[src/rtl/weight_read_sequencer.sv]
// Sequences one neuron's weight reads for a pass and realigns each input with its weight; pairs reach the MAC 1 cycle after accept.
// No backpressure: every in_valid in RUN is accepted, and inputs outside RUN are dropped and flagged.
module weight_read_sequencer #(
  parameter int numWeight    = 784,
  parameter int addressWidth = 10,
  parameter int dataWidth    = 16
) (
  input  logic                    clk,
  input  logic                    rst_n,
  input  logic                    start,
  input  logic                    in_valid,
  input  logic [dataWidth-1:0]    in_data,
  output logic                    w_ren,
  output logic [addressWidth:0]   w_raddr,
  input  logic [dataWidth-1:0]    w_rdata,
  output logic                    mac_valid,
  output logic [dataWidth-1:0]    mac_x,
  output logic [dataWidth-1:0]    mac_w,
  output logic                    mac_first,
  output logic                    mac_last,
  output logic                    busy,
  output logic                    done,
  output logic                    err_overrun
);

  typedef enum logic [1:0] {IDLE, RUN, DRAIN, DONE} state_t;

  localparam logic [addressWidth-1:0] LAST_IDX = addressWidth'(numWeight - 1);

  state_t                  state;
  logic [addressWidth-1:0] cnt;
  logic                    in_run;
  logic                    accept;
  logic                    at_last;

  assign in_run  = (state == RUN);
  // A start in RUN restarts the pass, so an input arriving with it is discarded.
  assign accept  = in_valid & in_run & ~start;
  assign at_last = (cnt == LAST_IDX);

  assign w_ren   = in_valid & in_run;
  assign w_raddr = {1'b0, cnt};
  // The BRAM's own 1-cycle read latency lines the weight up with the registered activation.
  assign mac_w   = w_rdata;
  assign busy    = in_run | (state == DRAIN);

  always_ff @(posedge clk or negedge rst_n) begin
    if (!rst_n) begin
      state       <= IDLE;
      cnt         <= '0;
      mac_valid   <= 1'b0;
      mac_x       <= '0;
      mac_first   <= 1'b0;
      mac_last    <= 1'b0;
      done        <= 1'b0;
      err_overrun <= 1'b0;
    end else begin
      mac_valid <= accept;
      mac_x     <= in_data;
      mac_first <= accept & (cnt == '0);
      mac_last  <= accept & at_last;
      done      <= (state == DRAIN);
      case (state)
        IDLE: begin
          if (start) begin
            state       <= RUN;
            cnt         <= '0;
            err_overrun <= 1'b0;
          end else if (in_valid) begin
            err_overrun <= 1'b1;
          end
        end
        RUN: begin
          if (start) begin
            cnt         <= '0;
            err_overrun <= 1'b0;
          end else if (in_valid) begin
            if (at_last) begin
              cnt   <= '0;
              state <= DRAIN;
            end else begin
              cnt <= cnt + 1'b1;
            end
          end
        end
        DRAIN: begin
          if (in_valid) err_overrun <= 1'b1;
          state <= DONE;
        end
        DONE: begin
          if (in_valid) err_overrun <= 1'b1;
          state <= IDLE;
        end
        default: state <= IDLE;
      endcase
    end
  end

endmodule

[config.mk]
export PLATFORM = sky130hd
export DESIGN_NAME = weight_read_sequencer
export DESIGN_NICKNAME = d
export VERILOG_FILES = /design/src/rtl/weight_read_sequencer.sv
export SDC_FILE = /design/constraint.sdc
export NUM_CORES = 1
export LEC_CHECK = 0
export CAP_MARGIN = 40
export CORE_MARGIN = 1
export CORE_UTILIZATION = 41
export CTS_BUF_LIST = sky130_fd_sc_hd__clkbuf_2 sky130_fd_sc_hd__clkbuf_4 sky130_fd_sc_hd__clkbuf_8
export DETAILED_ROUTE_END_ITERATION = 8
export DONT_BUFFER_PORTS = 1
export PLACE_DENSITY_LB_ADDON = 0.2
export REMOVE_ABC_BUFFERS = 1
export SLEW_MARGIN = 20
export SYNTH_ARGS = -nofsm -noshare
export SYNTH_HDL_FRONTEND = slang
export SYNTH_SLANG_ARGS = --single-unit
[constraint.sdc]
create_clock -name clk -period 5 [get_ports clk]
set_clock_uncertainty 0.2 [all_clocks]
set_input_delay 0.75 -clock clk [delete_from_list [all_inputs] [get_ports clk]]
set_output_delay 0.75 -clock clk [all_outputs]
set_load 0.02 [all_outputs]
* Word-level counts from Yosys, hierarchy flattened
Index checks and enable logic that the tools add are counted.
** Cells by class
- Bitwise gates (word level) :: 6
- Equal/unequal tests :: 10
- Reductions and logical operators :: 6
- Order comparisons :: 0
- Mux-type cells :: 14
- Div/mod/pow operators :: 0
- Multiply operators :: 0
- Add/sub/neg operators :: 1
- Shift operators :: 0
** Operators by type and width (number)
- 10-bit 2-to-1 mux :: 4
- 10-bit case mux with 2 select lines :: 1
- 10-bit by 1-bit adder with 10-bit output (second input constant) :: 1
- 10-bit equality test (second input constant) :: 1
- 10-bit logical NOT :: 1
- 2-bit 2-to-1 mux :: 4
- 2-bit inequality test (second input constant) :: 4
- 2-bit case mux with 4 select lines :: 1
- 1-bit bitwise AND :: 4
- 2-bit equality test (second input constant) :: 2
- 4-bit AND reduction :: 1
- 1-bit 2-to-1 mux :: 3
- 3-bit inequality test (second input constant) :: 1
- 1-bit case mux with 3 select lines :: 1
- 3-bit AND reduction :: 1
- 2-bit by 1-bit equality test with 1-bit output (second input constant) :: 1
- 2-bit logical NOT :: 1
- 2-bit by 1-bit inequality test with 1-bit output (second input constant) :: 1
- 2-bit nonzero test :: 1
- 2-bit OR reduction :: 1
- 1-bit NOT :: 1
- 1-bit OR :: 1
** Word-level totals
- Register bits :: 33
- Word-level logic and storage cells :: 45
- Bits in writable memories :: 0
- Bits in latches :: 0
- Bits in read-only memories :: 0
- Memories :: 0
- Input port bits :: 36

* Longest topological paths before layout
- Word-level depth :: 5
- Mapped depth :: 7
- Gate-level depth less buffers :: 6

* Worst setup path after synthesis
OpenSTA, ideal clock, no wires.
- Path type :: in2reg
- Start :: in start
- End :: reg cnt[8]
- Arrival time :: 1692 ps
- Library setup time :: 86 ps
- Slack :: 3023 ps
- Stages on the path :: 4
- Path buffers :: 1
- Cells stage by stage :: nand2b_1 > clkbuf_1 > or4b_1 > o221ai_2
** Between the ends
- Longest elaborated chain between the ends :: 2
- Elaborated cells between the ends (all ways) :: 5
- Those cells by class :: 2 x eq/ne; 2 x mux; 1 x reduce/logical
** RTL lines
- from (decl) :: RTL line 10 : input logic start,
- 3-bit inequality test (no line) (tied with other cells)
- 3-bit AND reduction (no line) or 10-bit case mux with 2 select lines (tied branches)
- to (signal assigned) :: RTL line 82 : cnt <= cnt + 1'b1;
- to (decl) :: RTL line 31 : logic [addressWidth-1:0] cnt;
Parallel ways exist; a longest one is shown, timed or not.
A chain may end at the register's enable or synchronous reset.

* Worst setup path in the final report
- Start :: reg state[1]
- End :: out w_ren
** Between the ends
- Longest elaborated chain between the ends :: 2
** RTL lines
- from (decl) :: RTL line 30 : state_t state;
- from (signal assigned) :: RTL line 49 : state <= IDLE;
- from (signal assigned) :: RTL line 66 : state <= RUN;
- from (signal assigned) :: RTL line 80 : state <= DRAIN;
- 2-bit by 1-bit equality test with 1-bit output :: RTL line 36 : assign in_run = (state == RUN);
- 1-bit bitwise AND :: RTL line 41 : assign w_ren = in_valid & in_run;
- to (decl) :: RTL line 13 : output logic w_ren,
No other way between the ends.

==> results.yml <==
yosys:
  syn_area_per_cell_um2: 11.4
  synth_ff_type: "dfrtp_1"
  yosysWarningCount: 0
  syn-cell-area_mm2: 0.00154
  async_flop_share_pct: 100
  seq_area_frac_synth_pct: 53.5
  synth_seq_cells: 33
  syn_inst: 135
  synth_edf_count: 0
  ys_types: 47
pwr:
  leakage_uw: 0.000699
  p_sw_uw: 266
  clkPwrFrac_pct: 31.8
  seqPwrFrac_pct: 42.5
  vdd_drop_max_uv: 159
  swShare_pct: 32.7
  intPower_uw: 547
  combPwrFrac_pct: 25.7
  power_density_mw_per_mm2: 513
worst_setup_path:
  timing.rr.start: "state[0]$_DFFE_PN0P_"
  ff2ff_path_depth: 6
  critPathArrivalTime_ns: 1.49
  endpoint_kind: "output port"
  rrSetupSlack_ns: 2.69
  crit_fanout: 11
  crit_end: "w_ren"
  start_kind: "flip-flop"
  timing.rr.end: "cnt[8]$_DFFE_PN0P_"
  critical_path_class: "flip-flop to output port"
  crit_start: "state[1]$_DFFE_PN0P_"
  crit_required_ns: 4.05
floorplan:
  die_x_um: 63.4
  die_height_um: 63.4
  row_count: 21
  start_util_pct: 44.5
  core_area_mm2: 0.00347
  die_area_mm2: 0.00402
  io_pins: 86
place:
  hpwl_um: 2170
  place_ws_ns: 2.75
  place_congestion: 0.751
  port_buffers: 0
drt:
  drtIter0Drc: 70
  drt_wl_total_um: 3060
  firstDrtPassIters: 4
  drcViolationCount: 0
  vias: 994
  routed_via_density: 5.92
  ant_nets: 0
  avgRoutedWirePerCell_um: 18.2
clock_network:
  clk_latency_ns: 0.28
  cts_setup_buffers: 0
  holdBufCountCts: 1
  cts_resized: 0
  root_buffer: "clkbuf_8"
  cts_buffers: 5
  cts.clk_slew.worst_paths_ns: 0.07
  cts_sinks: 33
  htree_levels: 2
  cts_buffer_depth: 2
  tritoncts: "yes"
flow_run:
  max-cap-violations: 0
timing:
  worstMarginPinSlew_ns: 0.529
  finalCriticalPeriod_ns: 2.44
  fin_setup_tns_ns: 0
  setup_ws_ns: 2.56
  hold_viol: 0
  rsz0062_at_grt: "no"
  drv_slew: 0
  relSlewSlack_pct: 64.7
  setup_violations: 0
  max_freq_mhz: 410
  whs_ns: 0.0968
  post-route-period-util_pct: 48.7
global_routing:
  track_usage_pct: 15.9
  grt_busiest_layer: "met2"
  use_met1_pct: 18.5
  grt_use_met2_pct: 21.5
  grt_pass1_vias: 900
  grt_max_degree: 34
  antenna_found_initial: 0
  grt_overflow: 0
  grt_pass1_wl_um: 4800
  use_met3_pct: 12.9
finish:
  diodes: 0
  drive_gt1_share_pct: 14.8
  area_growth_pct: 2.51
  final_nets: 163
min_path:
  hold_path.class: "input pin to async pin"
outcome:
  status: "finished clean"
[placed cells by master, fill, tap and decap left out, types with 3 or more instances in the layout]
master,n
ha_1,6
or3_1,3
a21oi_1,5
o21ai_0,7
nor2_1,9
clkbuf_8,6
xor2_1,3
dfrtp_1,33
inv_1,6
o211ai_1,3
nand2_1,5
[per-stage QoR]
step	instance area, µm²	instances	total power (µW)	util, %
floorplan	1390	113	511	-
global placement	1440	159	545	41.6
detailed placement	1440	159	551	41.6
CTS	1580	168	820	45.6
global route	1580	168	861	45.6
finish	1580	168	813	45.6
[cell usage after synthesis, types with 2 or more instances]
cell type	n	area (µm²)
nand2_1	5	18.8
or3_1	3	18.8
clkbuf_1	2	7.51
buf_4	18	135
dfrtp_1	33	826
o21ai_0	7	35.0
nor2_1	9	33.8
a21oi_1	5	25.0
o211ai_1	3	22.5
ha_1	6	75.1
xor2_1	3	26.3
inv_1	6	22.5
[worst min-delay path by stage]
stage,depth (start not counted),slack (ns),end,from
detailed placement,0,0.26,mac_x[12]$_DFF_PN0_,rst_n
CTS,1,0.09,mac_valid$_DFF_PN0_,rst_n
global route,1,0.1,mac_x[14]$_DFF_PN0_,rst_n
floorplan,0,0.25,cnt[0]$_DFFE_PN0P_,rst_n
finish,1,0.1,mac_x[7]$_DFF_PN0_,rst_n
global placement,0,0.26,mac_x[12]$_DFF_PN0_,rst_n
[power groups by stage]
stage               Sequential, µW  Clock [µW]  Combinational [µW]
global placement               349           0                 195
floorplan                      345           0                 167
global route                   349         278                 234
detailed placement             351           0                 200
CTS                            346         266                 208
finish                         345         258                 209
[area by class of cell]
cell class | instances | area (µm²)
Multi-Input combinational cell | 74 | 537
Clock buffer | 7 | 90.1
Clock inverter | 1 | 30.0
Tap cell | 46 | 57.6
Sequential cell | 33 | 826
Fill cell | 321 | 1890
Inverter | 6 | 22.5
Timing Repair Buffer | 1 | 20.0
[cells by family after synthesis]
family	after synthesis	share of synthesized area, %
AND/OR/NAND/NOR	34	13.6
flip-flops	33	53.5
AO/OA/AOI/OAI	30	14.3
buffers and inverters	28	11.8
adder cells (fa/ha/maj)	6	4.86
XOR/XNOR	3	1.70
other	1	0.243
[registers in the layout, indices dropped and copies added (netlist names)]
name         cells
cnt             10
mac_last         1
mac_valid        1
state            2
done             1
err_overrun      1
mac_x           16
mac_first        1
[critical path: stages, from the launching register on]
cell	delay, ns
dfrtp_1	0.40
inv_1	0.12
ha_1	0.39
and2_1	0.30
[per-layer routing]
| layer | vias up | share of wire, % |
|---|---|---|
| li1 | 429 | - |
| met5 | - | 0 |
| met3 | 4 | 17 |
| met4 | 0 | 0.79 |
| met1 | 484 | 40 |
| met2 | 77 | 42 |
Power figures use the tool's default switching activity.
